==> src/rtl/rank_scan.sv <==
// ============================================================================
// rank_scan : scans a register-file range two entries per cycle and reports
//             the highest rank and its address (ties go to the lower address)
// Revision  : 1.0  initial release
// ============================================================================
`timescale 1ns/1ps
`default_nettype none

module rank_scan #(
  parameter int BW    = 6,
  parameter int COUNT = 32,
  parameter int ADDR  = $clog2(COUNT)
) (
  input  logic            clk,
  input  logic            reset,
  input  logic            start,
  input  logic            abort,
  input  logic [ADDR-1:0] lo_addr,
  input  logic [ADDR-1:0] hi_addr,
  output logic [ADDR-1:0] r1_addr,
  output logic [ADDR-1:0] r2_addr,
  input  logic [BW-1:0]   r1_data,
  input  logic [BW-1:0]   r2_data,
  output logic            busy,
  output logic            done,
  output logic            err,
  output logic [ADDR-1:0] best_idx,
  output logic [BW-1:0]   best_rank
);

  typedef enum logic [1:0] {
    IDLE = 2'd0,
    SCAN = 2'd1,
    DONE = 2'd2
  } state_t;

  localparam logic [ADDR:0] PTR_ONE = (ADDR+1)'(1);
  localparam logic [ADDR:0] PTR_TWO = (ADDR+1)'(2);

  state_t          state_q, state_d;
  logic [ADDR:0]   ptr_q, ptr_d;
  logic [ADDR-1:0] hi_q, hi_d;
  logic            first_q, first_d;
  logic [ADDR-1:0] cur_idx_q, cur_idx_d;
  logic [BW-1:0]   cur_rank_q, cur_rank_d;
  logic            busy_q, busy_d;
  logic            done_q, done_d;
  logic            err_q, err_d;
  logic [ADDR-1:0] best_idx_q, best_idx_d;
  logic [BW-1:0]   best_rank_q, best_rank_d;

  logic [ADDR:0]   ptr_inc;
  logic [ADDR:0]   hi_ext;
  logic            last;
  logic [ADDR-1:0] win_idx;
  logic [BW-1:0]   win_rank;
  logic            take;
  logic [ADDR-1:0] nxt_idx;
  logic [BW-1:0]   nxt_rank;

  // The wide pointer keeps ptr+1 from wrapping when hi is the top entry.
  assign ptr_inc = ptr_q + PTR_ONE;
  assign hi_ext  = {1'b0, hi_q};
  assign last    = (ptr_inc >= hi_ext);

  assign r1_addr = (state_q == SCAN) ? ptr_q[ADDR-1:0] : '0;
  assign r2_addr = (state_q == SCAN) ? (last ? hi_q : ptr_inc[ADDR-1:0]) : '0;

  // Port 2 never addresses below port 1, so a tie resolves to port 1.
  always_comb begin
    if (r2_data > r1_data) begin
      win_idx  = r2_addr;
      win_rank = r2_data;
    end else begin
      win_idx  = r1_addr;
      win_rank = r1_data;
    end
  end

  assign take     = first_q || (win_rank > cur_rank_q);
  assign nxt_idx  = take ? win_idx  : cur_idx_q;
  assign nxt_rank = take ? win_rank : cur_rank_q;

  always_comb begin
    state_d     = state_q;
    ptr_d       = ptr_q;
    hi_d        = hi_q;
    first_d     = first_q;
    cur_idx_d   = cur_idx_q;
    cur_rank_d  = cur_rank_q;
    err_d       = err_q;
    best_idx_d  = best_idx_q;
    best_rank_d = best_rank_q;
    case (state_q)
      IDLE: begin
        if (start) begin
          hi_d    = hi_addr;
          ptr_d   = {1'b0, lo_addr};
          first_d = 1'b1;
          if (lo_addr <= hi_addr) begin
            state_d = SCAN;
            err_d   = 1'b0;
          end else begin
            state_d     = DONE;
            err_d       = 1'b1;
            best_idx_d  = '0;
            best_rank_d = '0;
          end
        end
      end
      SCAN: begin
        // Results are committed only on completion, so an abort leaves
        // the previous outputs untouched.
        if (abort) begin
          state_d = IDLE;
        end else begin
          first_d    = 1'b0;
          cur_idx_d  = nxt_idx;
          cur_rank_d = nxt_rank;
          ptr_d      = ptr_q + PTR_TWO;
          if (last) begin
            state_d     = DONE;
            best_idx_d  = nxt_idx;
            best_rank_d = nxt_rank;
          end
        end
      end
      DONE: begin
        state_d = IDLE;
      end
      default: begin
        state_d = IDLE;
      end
    endcase
    busy_d = (state_d == SCAN);
    done_d = (state_d == DONE);
  end

  always_ff @(posedge clk or posedge reset) begin
    if (reset) begin
      state_q     <= IDLE;
      ptr_q       <= '0;
      hi_q        <= '0;
      first_q     <= 1'b0;
      cur_idx_q   <= '0;
      cur_rank_q  <= '0;
      busy_q      <= 1'b0;
      done_q      <= 1'b0;
      err_q       <= 1'b0;
      best_idx_q  <= '0;
      best_rank_q <= '0;
    end else begin
      state_q     <= state_d;
      ptr_q       <= ptr_d;
      hi_q        <= hi_d;
      first_q     <= first_d;
      cur_idx_q   <= cur_idx_d;
      cur_rank_q  <= cur_rank_d;
      busy_q      <= busy_d;
      done_q      <= done_d;
      err_q       <= err_d;
      best_idx_q  <= best_idx_d;
      best_rank_q <= best_rank_d;
    end
  end

  assign busy      = busy_q;
  assign done      = done_q;
  assign err       = err_q;
  assign best_idx  = best_idx_q;
  assign best_rank = best_rank_q;

endmodule

`default_nettype wire

==> config.mk <==
export PLATFORM = sky130hd
export DESIGN_NAME = rank_scan
export DESIGN_NICKNAME = d
export VERILOG_FILES = /design/src/rtl/rank_scan.sv
export SDC_FILE = /design/constraint.sdc
export NUM_CORES = 1
export LEC_CHECK = 0
export CAP_MARGIN = 20
export CORE_ASPECT_RATIO = 1.4
export CORE_UTILIZATION = 57
export DETAILED_ROUTE_END_ITERATION = 6
export PLACE_DENSITY = 0.84
export SETUP_SLACK_MARGIN = 0.5
export SYNTH_ARGS = -nofsm -noshare
export SYNTH_HDL_FRONTEND = slang
export SYNTH_SLANG_ARGS = --single-unit
==> constraint.sdc <==
create_clock -name clk -period 8.1 [get_ports clk]
set_clock_uncertainty 0.05 [all_clocks]
set_input_delay 1.215 -clock clk [delete_from_list [all_inputs] [get_ports clk]]
set_output_delay 1.215 -clock clk [all_outputs]
set_load 0.1 [all_outputs]
# Yosys cells after proc, flatten, opt, wreduce, memory -nomap -nowiden
# Index checks and enable logic that the tools add are counted.
# totals
in_bits	26
regBits	39
output_inout_bits	24
wordCells	61
# classes
n_bitwise	1
order_cmp	4
mux	29
n_addsub	2
reduce_logical	7
n_eq_ne	7
# ops
cell	count
$mux 6	8
$mux 5	9
$pmux 6 s2	2
$gt 6x6->1	2
$pmux 5 s2	1
$mux 2	4
$ne 2x2->1 const B	4
$add 6x1->6 const B	1
$add 6x2->6 const B	1
$ge 6x5->1	1
$le 5x5->1	1
$reduce_and 5->1	1
$eq 2x1->1 const B	2
$pmux 2 s2	1
$reduce_and 2->1	2
$mux 1	3
$reduce_and 3->1	1
$eq 2x2->1 const B	1
$logic_not 2->1	1
$pmux 1 s2	1
$reduce_bool 2->1	1
$logic_or 1x1->1	1
$not 1->1	1

# Logic depth before layout (Yosys ltp)
# logic_depth
ltp_word	9
mapped_depth	14
mapped_depth_nobuf	13

# Least setup slack after synthesis
# Ideal clock, no wire load.
# synth_path
kind	input to register
start	in r1_data[5]
end	reg cur_rank_q[2]
arrival_ns	4.080
path_slack_ns	3.845
stages	13
required_time_ns	7.925
path_buffers	1
setup_ns	0.125
path_cell_list	inv_1 -> ha_1 -> a21oi_1 -> o21ai_0 -> o21bai_2 -> mux2_2 -> ha_1 -> nand4_1 -> or3_4 -> and2_4 -> buf_6 -> mux2_4 -> mux2_4
# synth_between
elab_chain_len	5
# synth_rtl
element	line	text
start, declared	22	input logic [BW-1:0] r1_data,
$gt 6x6->1	71	if (r2_data > r1_data) begin
$mux 6 *	71	
$gt 6x6->1	80	assign take = first_q || (win_rank > cur_rank_q);
$logic_or 1x1->1	80	
$mux 6 *	82	assign nxt_rank = take ? win_rank : cur_rank_q;
end signal, assigned	158	cur_rank_q <= cur_rank_d;
end, declared	45	logic [BW-1:0] cur_rank_q, cur_rank_d;
# Mark *: on every way between the ends. The rest lies on a longest branch, timed or not.
# A chain may end at the register's enable or synchronous reset.

# Worst setup path after layout
# layout_path
start	reg ptr_q[1]
end	out r2_addr[4]
# layout_between
elab_chain_len	4
# layout_rtl
element	line	text
start, declared	41	logic [ADDR:0] ptr_q, ptr_d;
start signal, assigned	154	ptr_q <= ptr_d;
$add 6x1->6 *	62	assign ptr_inc = ptr_q + PTR_ONE;
$ge 6x5->1	64	assign last = (ptr_inc >= hi_ext);
$mux 5 * (2 in a row)	67	assign r2_addr = (state_q == SCAN) ? (last ? hi_q : ptr_inc[ADDR-1:0]) : '0;
end, declared	21	output logic [ADDR-1:0] r2_addr,
# Marked as above.

==> flow_summary.json <==
{
  "status": "complete, no violations",
  "synth_nets": 325,
  "critical-path-top-delay-family": "buffers and inverters",
  "seq_area_frac_synth_pct": 36.4,
  "grt_overflow": 0,
  "grt_pass1_wl_um": 10200,
  "wire_per_inst_um": 16.4,
  "ant_nets": 0,
  "synth_warnings": 0,
  "slew_headroom_pct": 34.6,
  "insertion_delay_ns": 0.31,
  "grt_max_degree": 40,
  "cts_max_path_buffers": 2,
  "cts.sinks": 39,
  "worst-r2r-cell-count": 10,
  "hold_buffers": 0,
  "drive_gt1_share_pct": 13.6,
  "cp_max_fo": 7,
  "synth_area_um2": 2680,
  "worst_slew_pin_slew_ns": 0.979,
  "synth_edf_count": 0,
  "rows": 29,
  "arrival_ns": 4.04,
  "cts_tree": "done",
  "maxCapViolations": 0,
  "crit_top_cell": "ha_1",
  "nets": 373,
  "hold-path-endpoint": "cur_rank_q[1]$_DFFE_PP0P_",
  "synth.top_cells.by_area": "dfrtp_1, ha_1, mux2_2, inv_1, o21ai_0",
  "cp-end-kind": "output port",
  "die_w_um": 59.9,
  "synthCells": 275,
  "hold_viol_final": 0,
  "antenna_cells": 0,
  "stdcell_count": 386,
  "slowest_stage": "clkdlybuf4s50_1",
  "final_util_pct": 73.2,
  "ctsHtreeMaxLevel": 2,
  "reg2reg_slack_ns": 4.86,
  "grt_usage_pct": 27.5,
  "r2r_end": "best_rank[4]$_DFFE_PP0P_",
  "root_buffer": "clkbuf_8",
  "yosysUniqueCellTypes": 49,
  "ctsResizeCount": 0,
  "placed_cell_area_um2": 3200,
  "stdcell_area_um2": 3320,
  "via_per_inst": 5.92,
  "dieArea_um2": 4980,
  "place_inst": 378,
  "drc": 0,
  "area_delta_synth_final_pct": 24.0,
  "dr.first_iter.drc_count": 106,
  "drt-pass1-iter-count": 6,
  "hold_path.class": "flop to flop",
  "cts_buffers": 5,
  "gp_congestion": 0.806,
  "crit_path_start": "ptr_q[1]$_DFFE_PP0P_",
  "fin_setup_tns_ns": 0,
  "boundaryPins": 50,
  "hp-start": "cur_rank_q[1]$_DFFE_PP0P_",
  "avgSynthCellArea_um2": 9.74,
  "fmax_mhz": 189,
  "yosysTopAreaCell": "dfrtp_1",
  "worstPathRequired_ns": 6.84,
  "cpPeakStageDelay_ns": 1.12,
  "critical_path_class": "flop to output port",
  "rsz0062_at_grt": "no",
  "dpl.hpwl_um": 4750,
  "r2r-start": "ptr_q[1]$_DFFE_PP0P_",
  "setup_viol": 0,
  "numPortBuffers": 49,
  "design.core.area_um2": 4540,
  "start_kind": "flop",
  "fin_crit_sh_pct": 65.4,
  "die_y_um": 83.1,
  "start_util_pct": 59.1,
  "hold_path_depth": 2,
  "slew_viol_final": 0,
  "layout_min_cycle_time_ns": 5.30,
  "cts_setup_buffers": 0,
  "clk_pin_slew_ns": 0.08,
  "wl_um": 6330,
  "yosysTopAreaCellShare_pct": 36.4,
  "antenna_found_initial": 0,
  "vias": 2286,
  "grt_pass1_vias": 2219,
  "cp_cell_sequence": "ha_1 -> nand2_1 -> xnor2_1 -> ha_1 -> a21o_1 -> a21oi_1 -> o211ai_4 -> a211o_1 -> inv_1 -> clkdlybuf4s50_1",
  "synth-async-reset-ratio_pct": 100,
  "synth_flop_cell": "dfrtp_1",
  "ys_seq_elements": 39,
  "path_buf_inv": 2
}
[stage by stage]
step                      setup WS (ns)  hold WS, ns
after detailed placement           2.82        0.423
after global placement             3.01        0.413
after CTS                          2.85        0.442
after floorplan                    3.84        0.400
final                              2.80        0.439
after global routing               2.68        0.478
[logic make-up after synthesis]
family / synth area share, %
multiplexers: 11.7
AO/OA/AOI/OAI: 18.4
flip-flops: 36.4
AND/OR/NAND/NOR: 14.0
adder cells (fa/ha/maj): 11.2
XOR/XNOR: 1.96
buffers and inverters: 6.26
[cell usage after synthesis (2+ instances only)]
cell / instances
a22o_2: 2
dfrtp_1: 39
a211oi_1: 2
mux2_2: 16
nor2_1: 11
and2_1: 8
inv_1: 31
a21oi_1: 15
mux2_4: 4
nand2_1: 18
o211ai_1: 3
a22o_1: 2
a21o_1: 4
a2111oi_0: 3
clkbuf_1: 5
o22ai_1: 3
o221ai_1: 5
ha_1: 24
a211o_1: 3
nand4_1: 6
buf_2: 2
nor3_1: 2
xnor2_1: 3
nand2b_1: 6
nand3_1: 4
o31ai_1: 2
or3_4: 2
buf_6: 2
xor2_1: 3
nor2b_1: 2
o21ai_0: 18
mux2i_1: 6
o21bai_1: 3
[final cells by class]
type | count | area, um2
clock inverters | 2 | 35.0
inverters | 31 | 116
fillers | 331 | 1210
multi-input cells | 196 | 1540
flip-flops and latches | 39 | 976
well taps | 62 | 77.6
repair buffers | 50 | 498
clock buffers | 6 | 82.6
[worst max path at each step]
stage,end,slack (ns),cells after the start
floorplan,cur_rank_q[2]$_DFFE_PP0P_,3.84,13
global placement,cur_rank_q[5]$_DFFE_PP0P_,3.01,13
detailed placement,cur_rank_q[4]$_DFFE_PP0P_,2.82,13
CTS,r2_addr[3],2.85,10
global route,r2_addr[3],2.68,10
finish,r2_addr[4],2.80,10
[worst min-delay path, delay by kind of cell, from the launching register on]
family          cells  cell delay, ns
simple gates        1            0.04
compound gates      1            0.06
flops               1            0.35
[layout by cell type, fill, tap and decap left out, drive strengths merged, types with 2 or more instances in the layout]
master         count
clkdlybuf4s50     49
dfrtp             39
inv               31
ha                24
mux2              20
nand2             19
o21ai             18
a21oi             15
nor2              12
and2              10
nand4              7
mux2i              7
nand2b             6
clkbuf             6
o221ai             5
a21o               4
nand3              4
o211ai             4
o21bai             4
a22o               4
xor2               3
xnor2              3
a2111oi            3
a211o              3
o22ai              3
a211oi             3
nor2b              2
or3                2
nor3               2
o31ai              2
or2                2
[sequential cells by signal, indices dropped and copies added, names as in the netlist]
register,count
err,1
busy,1
done,1
best_idx,5
ptr_q,6
hi_q,5
first_q,1
cur_rank_q,6
state_q,2
cur_idx_q,5
best_rank,6
[metal layers]
layer | track usage [%] | part of all wire (%) | vias up
met5 | 0 | 0 | -
met4 | 14.0 | 3.4 | 0
met3 | 4.52 | 4.0 | 18
met2 | 46.8 | 52 | 86
met1 | 32.1 | 40 | 1101
li1 | - | - | 1081
Power is left out: the tool's default activity adds up to more than one toggle a clock period on the data nets, which glitch-free logic cannot reach.
